`src/rtl/uart_rx8051.sv`:
```
// uart_rx8051 - 8051 serial port mode 1 receiver (8N1, LSB first, 16x oversampling).
// Presents SBUF / RI / RB8 semantics plus an overrun flag to the SFR block.
// Optional framing-error detection is enabled by defining UART_RX_FE_EN, which
// adds the fe output and suppresses loading of frames whose stop bit samples low.
module uart_rx8051 #(
    parameter int CLK_DIV     = 13,
    parameter int SYNC_STAGES = 2
) (
    input  logic       clk,
    input  logic       rst,
    input  logic       rxd,
    input  logic       ren,
    input  logic       ri_clr,
    output logic [7:0] sbuf,
    output logic       ri,
    output logic       rb8,
    output logic       ovr,
    output logic       busy
`ifdef UART_RX_FE_EN
    ,
    output logic       fe
`endif
);

    typedef enum logic [1:0] {
        IDLE  = 2'd0,
        START = 2'd1,
        DATA  = 2'd2,
        STOP  = 2'd3
    } state_t;

    localparam logic [7:0] DIV_M1 = 8'(CLK_DIV - 1);

    logic [SYNC_STAGES-1:0] sync_q;
    logic                   rxs;
    logic                   rxs_d_q;
    logic [7:0]             cnt_q;
    logic [7:0]             cnt_d;
    logic                   tick;
    logic [3:0]             s_q;
    logic [3:0]             s_inc;
    logic [2:0]             bit_q;
    logic [7:0]             shift_q;
    logic                   samp7_q;
    logic                   samp8_q;
    logic                   maj;
    logic                   start_det;
    logic                   ri_eff;
    state_t                 state_q;
    logic [7:0]             sbuf_q;
    logic                   ri_q;
    logic                   rb8_q;
    logic                   ovr_q;
    logic                   busy_q;
`ifdef UART_RX_FE_EN
    logic                   fe_q;
`endif

    // rxd synchroniser chain; flops preset to idle-high so reset never looks like a start edge
    for (genvar gi = 0; gi < SYNC_STAGES; gi++) begin : g_sync
        if (gi == 0) begin : g_first
            always_ff @(posedge clk) begin
                if (!rst) sync_q[gi] <= 1'b1;
                else      sync_q[gi] <= rxd;
            end
        end else begin : g_rest
            always_ff @(posedge clk) begin
                if (!rst) sync_q[gi] <= 1'b1;
                else      sync_q[gi] <= sync_q[gi-1];
            end
        end
    end

    assign rxs = sync_q[SYNC_STAGES-1];

    // One-cycle delayed copy of the synchronised line for falling-edge detection
    always_ff @(posedge clk) begin
        if (!rst) rxs_d_q <= 1'b1;
        else      rxs_d_q <= rxs;
    end

    assign start_det = (state_q == IDLE) && ren && rxs_d_q && !rxs;
    assign tick      = (cnt_q == DIV_M1);
    // Sample points are named by the count the tick advances s to, which puts
    // the stop-bit decision 153 ticks after the start edge independent of CLK_DIV.
    assign s_inc     = s_q + 4'd1;
    assign maj       = (samp7_q & samp8_q) | (samp7_q & rxs) | (samp8_q & rxs);
    assign ri_eff    = ri_q & ~ri_clr;

    // Prescaler next state: realigned to the start edge, otherwise wraps at CLK_DIV-1
    always_comb begin
        cnt_d = cnt_q + 8'd1;
        if (start_det || tick) cnt_d = 8'd0;
    end

    // Prescaler register
    always_ff @(posedge clk) begin
        if (!rst) cnt_q <= 8'd0;
        else      cnt_q <= cnt_d;
    end

    // Frame FSM with registered flags and the SBUF/RI/RB8/OVR load rule
    always_ff @(posedge clk) begin
        if (!rst) begin
            state_q <= IDLE;
            s_q     <= 4'd0;
            bit_q   <= 3'd0;
            shift_q <= 8'd0;
            samp7_q <= 1'b1;
            samp8_q <= 1'b1;
            sbuf_q  <= 8'd0;
            ri_q    <= 1'b0;
            rb8_q   <= 1'b0;
            ovr_q   <= 1'b0;
            busy_q  <= 1'b0;
`ifdef UART_RX_FE_EN
            fe_q    <= 1'b0;
`endif
        end else begin
            // Software clear; a load later in this block overrides ri
            if (ri_clr) begin
                ri_q  <= 1'b0;
                ovr_q <= 1'b0;
`ifdef UART_RX_FE_EN
                fe_q  <= 1'b0;
`endif
            end

            if (state_q == IDLE) begin
                busy_q <= 1'b0;
                if (start_det) begin
                    state_q <= START;
                    busy_q  <= 1'b1;
                    s_q     <= 4'd0;
                end
            end else if (!ren) begin
                // Receiver disabled mid-frame: drop the frame silently
                state_q <= IDLE;
                busy_q  <= 1'b0;
                s_q     <= 4'd0;
            end else if (tick) begin
                s_q <= s_inc;
                if (s_inc == 4'd7) samp7_q <= rxs;
                if (s_inc == 4'd8) samp8_q <= rxs;
                case (state_q)
                    START: begin
                        if (s_inc == 4'd9 && maj) begin
                            state_q <= IDLE;
                            busy_q  <= 1'b0;
                            s_q     <= 4'd0;
                        end else if (s_inc == 4'd15) begin
                            state_q <= DATA;
                            bit_q   <= 3'd0;
                        end
                    end
                    DATA: begin
                        if (s_inc == 4'd9) shift_q <= {maj, shift_q[7:1]};
                        if (s_inc == 4'd15) begin
                            if (bit_q == 3'd7) state_q <= STOP;
                            else               bit_q   <= bit_q + 3'd1;
                        end
                    end
                    STOP: begin
                        if (s_inc == 4'd9) begin
`ifdef UART_RX_FE_EN
                            if (!maj) begin
                                fe_q <= 1'b1;
                            end else if (ri_eff) begin
                                ovr_q <= 1'b1;
                            end else begin
                                sbuf_q <= shift_q;
                                rb8_q  <= maj;
                                ri_q   <= 1'b1;
                            end
`else
                            if (ri_eff) begin
                                ovr_q <= 1'b1;
                            end else begin
                                sbuf_q <= shift_q;
                                rb8_q  <= maj;
                                ri_q   <= 1'b1;
                            end
`endif
                            // Release half a bit early so a back-to-back start edge is caught
                            state_q <= IDLE;
                            busy_q  <= 1'b0;
                            s_q     <= 4'd0;
                        end
                    end
                    default: begin
                        state_q <= IDLE;
                        busy_q  <= 1'b0;
                    end
                endcase
            end
        end
    end

    assign sbuf = sbuf_q;
    assign ri   = ri_q;
    assign rb8  = rb8_q;
    assign ovr  = ovr_q;
    assign busy = busy_q;
`ifdef UART_RX_FE_EN
    assign fe   = fe_q;
`endif

endmodule

```
`config.mk`:
```
export PLATFORM = sky130hd
export DESIGN_NAME = uart_rx8051
export DESIGN_NICKNAME = d
export VERILOG_FILES = /design/src/rtl/uart_rx8051.sv
export SDC_FILE = /design/constraint.sdc
export NUM_CORES = 1
export LEC_CHECK = 0
export BUFFER_PORTS_ARGS = -buffer_cell sky130_fd_sc_hd__buf_2
export CAP_MARGIN = 20
export CORE_ASPECT_RATIO = 0.5
export CORE_MARGIN = 5
export CORE_UTILIZATION = 53
export CTS_CLUSTER_SIZE = 25
export DETAILED_ROUTE_END_ITERATION = 8
export PLACE_DENSITY = 0.81
export RECOVER_POWER = 100
export SETUP_SLACK_MARGIN = 0.3
export SLEW_MARGIN = 20
export SYNTH_ARGS = -nofsm -noshare
export SYNTH_HDL_FRONTEND = slang
export SYNTH_SLANG_ARGS = --single-unit
export TNS_END_PERCENT = 50
```
`constraint.sdc`:
```
create_clock -name clk -period 2.07 [get_ports clk]
set_input_delay 0.3105 -clock clk [delete_from_list [all_inputs] [get_ports clk]]
set_output_delay 0.3105 -clock clk [all_outputs]
set_load 0.05 [all_outputs]
```
### Word level (Yosys, flattened, before mapping)

Cells that the tools add are included.

| word-level totals | value |
|---|---|
| logic and storage cells | 109 |
| flip-flop bits (word level) | 42 |
| output and inout bits | 12 |
| input port bits | 5 |

| cells by class | value |
|---|---|
| equality and inequality tests | 21 |
| reductions and logical operators | 17 |
| bitwise operators | 10 |
| $add $sub $neg | 3 |
| muxes and demuxes | 43 |

Operator list:

| operator | count |
|---|---|
| $mux W4 | 6 |
| $mux W1 | 20 |
| $mux W2 | 9 |
| $ne A4 B4 Y1 const B | 4 |
| $eq A4 B4 Y1 const B | 3 |
| $mux W3 | 4 |
| $reduce_and A4 Y1 | 3 |
| $reduce_and A6 Y1 | 2 |
| $ne A2 B2 Y1 const B | 5 |
| $add A8 B1 Y8 const B | 1 |
| $eq A8 B4 Y1 const B | 1 |
| $pmux W4 S2 | 1 |
| $reduce_and A8 Y1 | 1 |
| $pmux W2 S3 | 1 |
| $pmux W3 S2 | 1 |
| $ne A5 B5 Y1 const B | 1 |
| $reduce_and A5 Y1 | 1 |
| $add A4 B1 Y4 const B | 1 |
| $and A1 B1 Y1 | 4 |
| $eq A2 B2 Y1 const B | 2 |
| $eq A4 B3 Y1 const B | 1 |
| $logic_and A1 B1 Y1 | 4 |
| $not A1 Y1 | 4 |
| $add A3 B1 Y3 const B | 1 |
| 12 further kinds | 13 |

### Logic depth before layout (Yosys ltp)

Gate-level depths: netlist of run 1.

| logic depth | value |
|---|---|
| depth after elaboration | 9 |
| depth in mapped cells | 8 |
| gate-level depth less buffers | 7 |

### Least setup slack after synthesis of run 1

OpenSTA, ideal clock, no wires.

| path | value |
|---|---|
| kind | reg-to-reg |
| start point | register s_q[1] |
| end point | register sbuf_q[7], in the netlist sbuf[7] |
| path slack | 42 ps |
| path buffers | 2 |
| required time | 1,955 ps |
| cell stages (with the launch flop) | 9 |
| library setup time | 115 ps |
| data arrival time | 1,913 ps |
| period minus slack after synthesis | 2,028 ps |
| path through | dfxtp_1 > ha_1 > clkbuf_1 > inv_1 > a211oi_4 > o2111ai_4 > buf_6 > nand3_2 > o21ai_2 |

| on the way | value |
|---|---|
| longest elaborated chain between the ends | 3 |

RTL lines:

| what | RTL line | text |
|---|---|---|
| start: declaration | 40 | `logic [3:0] s_q;` |
| start signal: assignment | 142 | `s_q <= s_inc;` |
| $add A4 B1 Y4 | 86 | `assign s_inc = s_q + 4'd1;` |
| $eq A4 B4 Y1 | 164 | `if (s_inc == 4'd9) begin` |
| $reduce_and A6 Y1 (no line) | n/a |  |
| end signal: assignment | 179 | `sbuf_q <= shift_q;` |
| end: declaration | 50 | `logic [7:0] sbuf_q;` |

Every way passes these cells.
A chain may end at the register's enable or synchronous reset.

### Worst setup path in the final report of run 1

| path | value |
|---|---|
| start point | register state_q[0] |
| end point | register s_q[3] |

| on the way | value |
|---|---|
| longest elaborated chain between the ends | 6 |
| elaborated cells on any way between the ends | 13 |
| classes of those cells | eq/ne (4); mux (4); reduce/logical (5) |

RTL lines:

| what | RTL line | text |
|---|---|---|
| start: declaration | 49 | `state_t state_q;` |
| start signal: assignment | 105 | `state_q <= IDLE;` |
| start signal: assignment | 132 | `state_q <= START;` |
| start signal: assignment | 138 | `state_q <= IDLE;` |
| parallel branches: the longest is 6 deep, another holds $pmux W4 S2 | n/a |  |

Several ways; the timed one is not identified. The select of a mux whose other input is x is not followed.

==> results of run 1 <==
[through the flow]
stage | worst slack [ns] | instance area [um^2] | instances | total power [mW]
2_1_floorplan | 0.288 | 2240 | 231 | 0.979
3_3_place_gp | 0.212 | 2420 | 304 | 1.03
3_5_place_dp | 0.113 | 2420 | 304 | 1.03
4_1_cts | 0.270 | 2710 | 326 | 1.61
5_1_grt | 0.0741 | 2750 | 331 | 1.71
6_report | 0.157 | 2750 | 331 | 1.65
[synth_stat cells, drive strengths merged, types with 3 or more instances]
library cell | number | area share
a21boi | 5 | 0.017
nor2b | 14 | 0.040
nand4 | 3 | 0.0085
o21ai | 17 | 0.056
clkbuf | 8 | 0.014
nand2 | 25 | 0.043
nand3 | 16 | 0.039
inv | 11 | 0.019
ha | 11 | 0.063
mux2i | 10 | 0.046
o211ai | 5 | 0.019
xor2 | 6 | 0.024
o2bb2ai | 3 | 0.012
nor3 | 3 | 0.012
nand2b | 6 | 0.017
nor2 | 10 | 0.018
a21oi | 3 | 0.0068
dfxtp | 42 | 0.38
[metal layers]
layer	GRT usage	vias to the layer above
met1	0.229	923
li1	-	903
met4	0.0549	0
met5	0	-
met3	0.0389	14
met2	0.309	54
[area by class of cell]
cell class / count / area (um^2) / share of cell area
Sequential cell: 42 / 857 / 0.311
Inverter: 11 / 43.8 / 0.0159
Timing Repair Buffer: 48 / 325 / 0.118
Multi-Input combinational cell: 168 / 1370 / 0.498
Tap cell: 54 / 67.6 / 0.0245
Clock buffer: 5 / 68.8 / 0.0250
Clock inverter: 3 / 20.0 / 0.00727
[state kept, by name, summed over array words and instances, names as in the netlist, 2 cells and up]
name     count
bit_q        3
s_q          4
cnt_q        8
state_q      2
sbuf         8
shift_q      8
[critical path, delay by kind of cell, from the launching register on]
kind | cells | cell delay [ns]
buf+inv | 1 | 0.15
fa+ha+maj | 1 | 0.16
flops | 1 | 0.38
compound gates | 2 | 0.32
mux | 1 | 0.35
simple gates | 1 | 0.48
[how the worst max path moves through the flow]
| stage | start | to | slack, ns |
|---|---|---|---|
| after floorplan | s_q[0] | sbuf[7] | 0.29 |
| after global placement | cnt_q[6] | sbuf[6] | 0.21 |
| after detailed placement | state_q[0] | state_q[1] | 0.11 |
| after CTS | state_q[0] | state_q[1] | 0.27 |
| after global routing | state_q[0] | sbuf[3] | 0.07 |
| final | state_q[0] | s_q[3] | 0.16 |
[what timing repair did]
item / 4_1_cts / 5_1_grt
gates resized for setup: 24 / 18
cloned: 0 / 0
hold buffers: 0 / 0
setup endpoints to repair: 26 / 23
hold endpoints to repair: 0 / 0
buffers inserted: 14 / 5
pin swaps: 13 / 11
[power groups by stage]
stage | sequential (mW) | combinational [mW] | clock, mW
after floorplan | 0.852 | 0.127 | 0
after global placement | 0.853 | 0.173 | 0
after detailed placement | 0.855 | 0.176 | 0
after CTS | 0.832 | 0.229 | 0.545
after global routing | 0.836 | 0.288 | 0.590
final | 0.834 | 0.272 | 0.548
[kinds of logic (layout without fill, tap and decap cells)]
logic type                 Yosys count  after routing
buffers and inverters               21             67
muxes                               11             11
adders and majority gates           12             12
DFF                                 42             42
and+or+nand+nor                     90             90
AOI/OAI and AO/OA                   48             48
xor gates and xnor gates             7              7
==> summary.txt, run 1 <==
Status
  • Outcome: complete, no violations

Logic synthesis
  • Largest family of logic cells by synthesized area: simple AND/OR/NAND/NOR gates
  • Sequential fraction of the synthesis area: 0.382
  • Synth Area in Simple Gates: 0.236
  • Mapped cell area: 2200 um^2
  • Async SR Flop Fraction: 0
  • Ys flop type: dfxtp_1
  • Mux cell area share after synthesis: 0.0507
  • Synth Area in Adders: 0.0677
  • Flops & latches, synth: 42
  • Syn_nets: 247
  • Yosys cell types: 52
  • Post-synthesis average cell area: 9.52 um^2
  • Post-synth EDFFs: 0
  • Compound-Gate Fraction of Synth Area: 0.192
  • Gate Count Post-Synth: 231
  • Synth Warn #: 0
  • Post-synthesis xor/xnor area fraction: 0.0279

Route
  • Routed wl met2: 2670 um
  • 1st-iter DRT viols: 122
  • Drt drc: 0
  • Drt first pass iters: 4
  • Met1 WL: 2220 um
  • Via Count: 1894
  • Drt wl/cell: 15.8 um
  • Antenna Nets Post-Route: 0
  • Met3 WL: 215 um
  • Routed WL: 5230 um
  • Post-DR vias/cell: 5.72
  • Max layer used: met4

Power and ir drop
  • Int Pwr: 1.18 mW
  • Sw frac: 0.285
  • Clk pwr share: 0.332
  • Seq pwr share: 0.504
  • Power Dens Cells: 601 nW/um^2
  • Switch Pwr: 470 uW
  • Worst IR drop on VDD: 0.000329 V
  • Leak: 1.05 nW
  • Gate power share: 0.164

Timing
  • Setup total negative slack: 0 ns
  • Final min period: 1.91 ns
  • Final setup fails: 0
  • Final setup skew: 0.00344 ns
  • Worst-Margin Slew: 1.28 ns
  • Peak Freq: 523 MHz
  • Pins over their slew limit: 0
  • Fin. Hold Viols: 0
  • Rel. slew slack: 0.144
  • Hold Slack: 0.177 ns
  • Fin crit share: 0.924
  • RSZ-0062 raised after global routing: true

Global routing
  • First-pass GRT wire length: 8290 um
  • Largest net degree at the start of global routing: 35
  • Initial antenna violation count: 0
  • Gr usage total: 0.181
  • Grt ovf: 0
  • Vias in the first global route: 1766

Die
  • Core Box Area: 3940 um^2
  • Row cnt: 16
  • Die Wd: 101 um
  • Die Y: 55.5 um
  • Die area: 5610 um^2
  • Starting density of the core: 0.557
  • IO Pins: 17

Setup path
  • Critical Path RT: 2.29 ns
  • Worst r2r dst: s_q[3]
  • CP endpoint kind: register
  • R2r startpoint: state_q[0]
  • Worst path slowest cell: or4b_1
  • Max incr delay on CP: 0.48 ns
  • Critical Path Start Type: register
  • Crit path arrival time: 2.14 ns
  • Crit-path cells: buf_6 -> ha_4 -> mux2_2 -> o211ai_1 -> or4b_1 -> a21boi_1
  • WS Path Type: register to register
  • FF-to-FF path depth: 6
  • R2r setup slk: 0.16 ns
  • Crit path max fanout: 3

Final layout
  • Layout Nets: 292
  • Area grow syn2layout: 25.2%
  • Final core utilization: 0.698
  • Commonest non-fill, non-tap cells in the layout: dfxtp_1, nand2_1, buf_4
  • Layout cells sized above 1: 0.310
  • Commonest non-fill, non-tap cell in the layout: dfxtp_1
  • Filler cells: 274
  • ANT cells: 0

Placement
  • Routability Congestion: 0.871
  • Detail Placement HPWL: 3100 um
  • PortBufs: 16

Clock tree
  • Clock H-tree levels: 2
  • Clk pin slew, worst setup/hold paths: 0.09 ns
  • TritonCTS Buffers: 5
  • Clock sink count: 42
  • Clock latency on the worst-skew pair: 0.30 ns
  • Clock buffer depth: 2
  • Clock Root Buffer: clkbuf_8
  • CTS tree: built

Min path
  • WHS Endpoint: ovr
  • Hold Crit Depth: 2
  • Worst min-delay path class: input pin to register
  • Hold wc startpoint: ri_clr

Flow run
  • Max cap viols: 0
Note: power is estimated with default switching activity, not from simulation.
==> run 2, diff against run 1 <==
Clock period 2.07 ns to 1.75 ns, I/O delays scaled along.
==> run 2 against run 1 <==
Routed wire length increased by 34%. The run now ends with negative setup slack left. Worst setup slack got worse by 0.24 ns. Highest routed layer unchanged. Count of clock-buffer cells in the layout unchanged.
==> summary.txt, run 2 (synthesis gave the netlist of run 1 again) <==
Setup path
  • CP endpoint kind: register
  • Crit-path cells: buf_6 -> ha_4 -> nor2b_2 -> o31ai_2 -> buf_4 -> o21ai_1 -> o31ai_1 -> a21boi_1
  • Critical Path RT: 1.95 ns
  • Critical Path Start Type: register
  • Crit path max fanout: 4
  • Worst path slowest cell: dfxtp_2
  • WS Path Type: register to register
  • WP buf/inv: 2
  • Crit path arrival time: 2.03 ns
  • Max incr delay on CP: 0.35 ns
  • Delay-heaviest family, CP: compound AO/OA/AOI/OAI gates

Global routing
  • Global-route met3 utilization: 0.0678
  • Largest net degree at the start of global routing: 33
  • Grt ovf: 0
  • Vias in the first global route: 2129
  • Met1 Use GR: 0.255
  • Gr usage total: 0.234
  • Initial antenna violation count: 0
  • Global route hottest layer: met2
  • Global routing usage on met2: 0.414
  • First-pass GRT wire length: 10400 um

Clock tree
  • Clock sink count: 42
  • Clock H-tree levels: 2
  • CTS tree: built
  • Clock latency on the worst-skew pair: 0.31 ns
  • Clk pin slew, worst setup/hold paths: 0.09 ns
  • Hold Buf Count CTS: 0
  • Clock buffer depth: 2
  • TritonCTS Buffers: 5
  • Clock Root Buffer: clkbuf_8

Placement
  • PortBufs: 16
  • Routability Congestion: 0.906
  • Detail Placement HPWL: 3680 um
  • DP Area: 2610 um^2

Die
  • Core Box Area: 3940 um^2
  • Starting density of the core: 0.557
  • Die Wd: 101 um
  • Die area: 5610 um^2
  • Row cnt: 16
  • IO Pins: 17
  • Die Y: 55.5 um

Route
  • Drt drc: 0
  • Post-DR vias/cell: 6.09
  • Drt wl/cell: 20.2 um
  • Antenna Nets Post-Route: 0
  • Drt first pass iters: 5
  • Routed WL: 7010 um
  • Via Count: 2119
  • 1st-iter DRT viols: 150

Power and ir drop
  • Power Dens Cells: 670 nW/um^2
  • Total power: 2.03 mW
  • Leak: 1.17 nW
  • Worst IR drop on VDD: 0.000353 V

Timing
  • Peak Freq: 546 MHz
  • Fin. Hold Viols: 0
  • Hold Slack: 0.129 ns
  • Fin crit share: 1.05
  • Final min period: 1.83 ns
  • Rel. slew slack: 0.548
  • Final setup fails: 17
  • Pins over their slew limit: 0
  • Worst-Margin Slew: 0.681 ns
  • RSZ-0062 raised after global routing: true
  • Worst setup margin: -0.0814 ns
  • Setup total negative slack: -0.717 ns
  • Final setup skew: 0.00792 ns

Final layout
  • Area grow syn2layout: 38.0%
  • Layout cells sized above 1: 0.459
  • Layout Nets: 309
  • ANT cells: 0
  • Commonest non-fill, non-tap cells in the layout: buf_4, dfxtp_1, nand2_1
  • Post-layout instance area: 3030 um^2
  • Filler cells: 213
  • Commonest non-fill, non-tap cell in the layout: buf_4

Min path
  • Worst min-delay path class: input pin to register

Status
  • Failing checks: negative setup slack
  • Outcome: complete, but fails checks

Flow run
  • Max cap viols: 0
[run 2: metrics by stage]
stage / worst slack, ns / std cells / utilization
5_1_grt: -0.167 / 348 / 0.769
2_1_floorplan: -0.0204 / 231 / -
3_3_place_gp: -0.0563 / 325 / 0.663
6_report: -0.0814 / 348 / 0.769
4_1_cts: -0.00903 / 342 / 0.747
3_5_place_dp: -0.107 / 325 / 0.663
[run 2: path summary, 6_finish.rpt]
kind               from  endpoint  slack, ns  depth (start not counted)
max          state_q[0]      busy      -0.08                          8
min reg2reg     sbuf[5]   sbuf[5]       0.48                          2
max reg2reg  state_q[0]      busy      -0.08                          8
min              ri_clr       ovr       0.13                          2
[run 2: cell type report]
| cell class | instances | area, um^2 | area share |
|---|---|---|---|
| repair buffers | 65 | 468 | 0.154 |
| well taps | 54 | 67.6 | 0.0223 |
| clock buffers | 5 | 68.8 | 0.0227 |
| multi-input cells | 168 | 1500 | 0.494 |
| clock inverters | 3 | 25.0 | 0.00825 |
| inverters | 11 | 43.8 | 0.0144 |
| flip-flops and latches | 42 | 862 | 0.284 |
[run 2: where the power goes]
part | switching (mW) | internal (mW) | total [mW]
Sequential | 0.0161 | 0.972 | 0.988
Clock | 0.385 | 0.288 | 0.673
Combinational | 0.198 | 0.174 | 0.372
Total | 0.599 | 1.43 | 2.03
[run 2: repair_timing]
item	CTS	global route
resized for setup	47	15
pin swaps	38	15
endpoints found under the setup margin	31	32
buffers inserted	9	6
[run 2: routing by layer]
metal / wire length, um / vias up
met5: 0 / -
met4: 364 / 0
met3: 473 / 41
met2: 3490 / 112
met1: 2680 / 1027
li1: - / 939
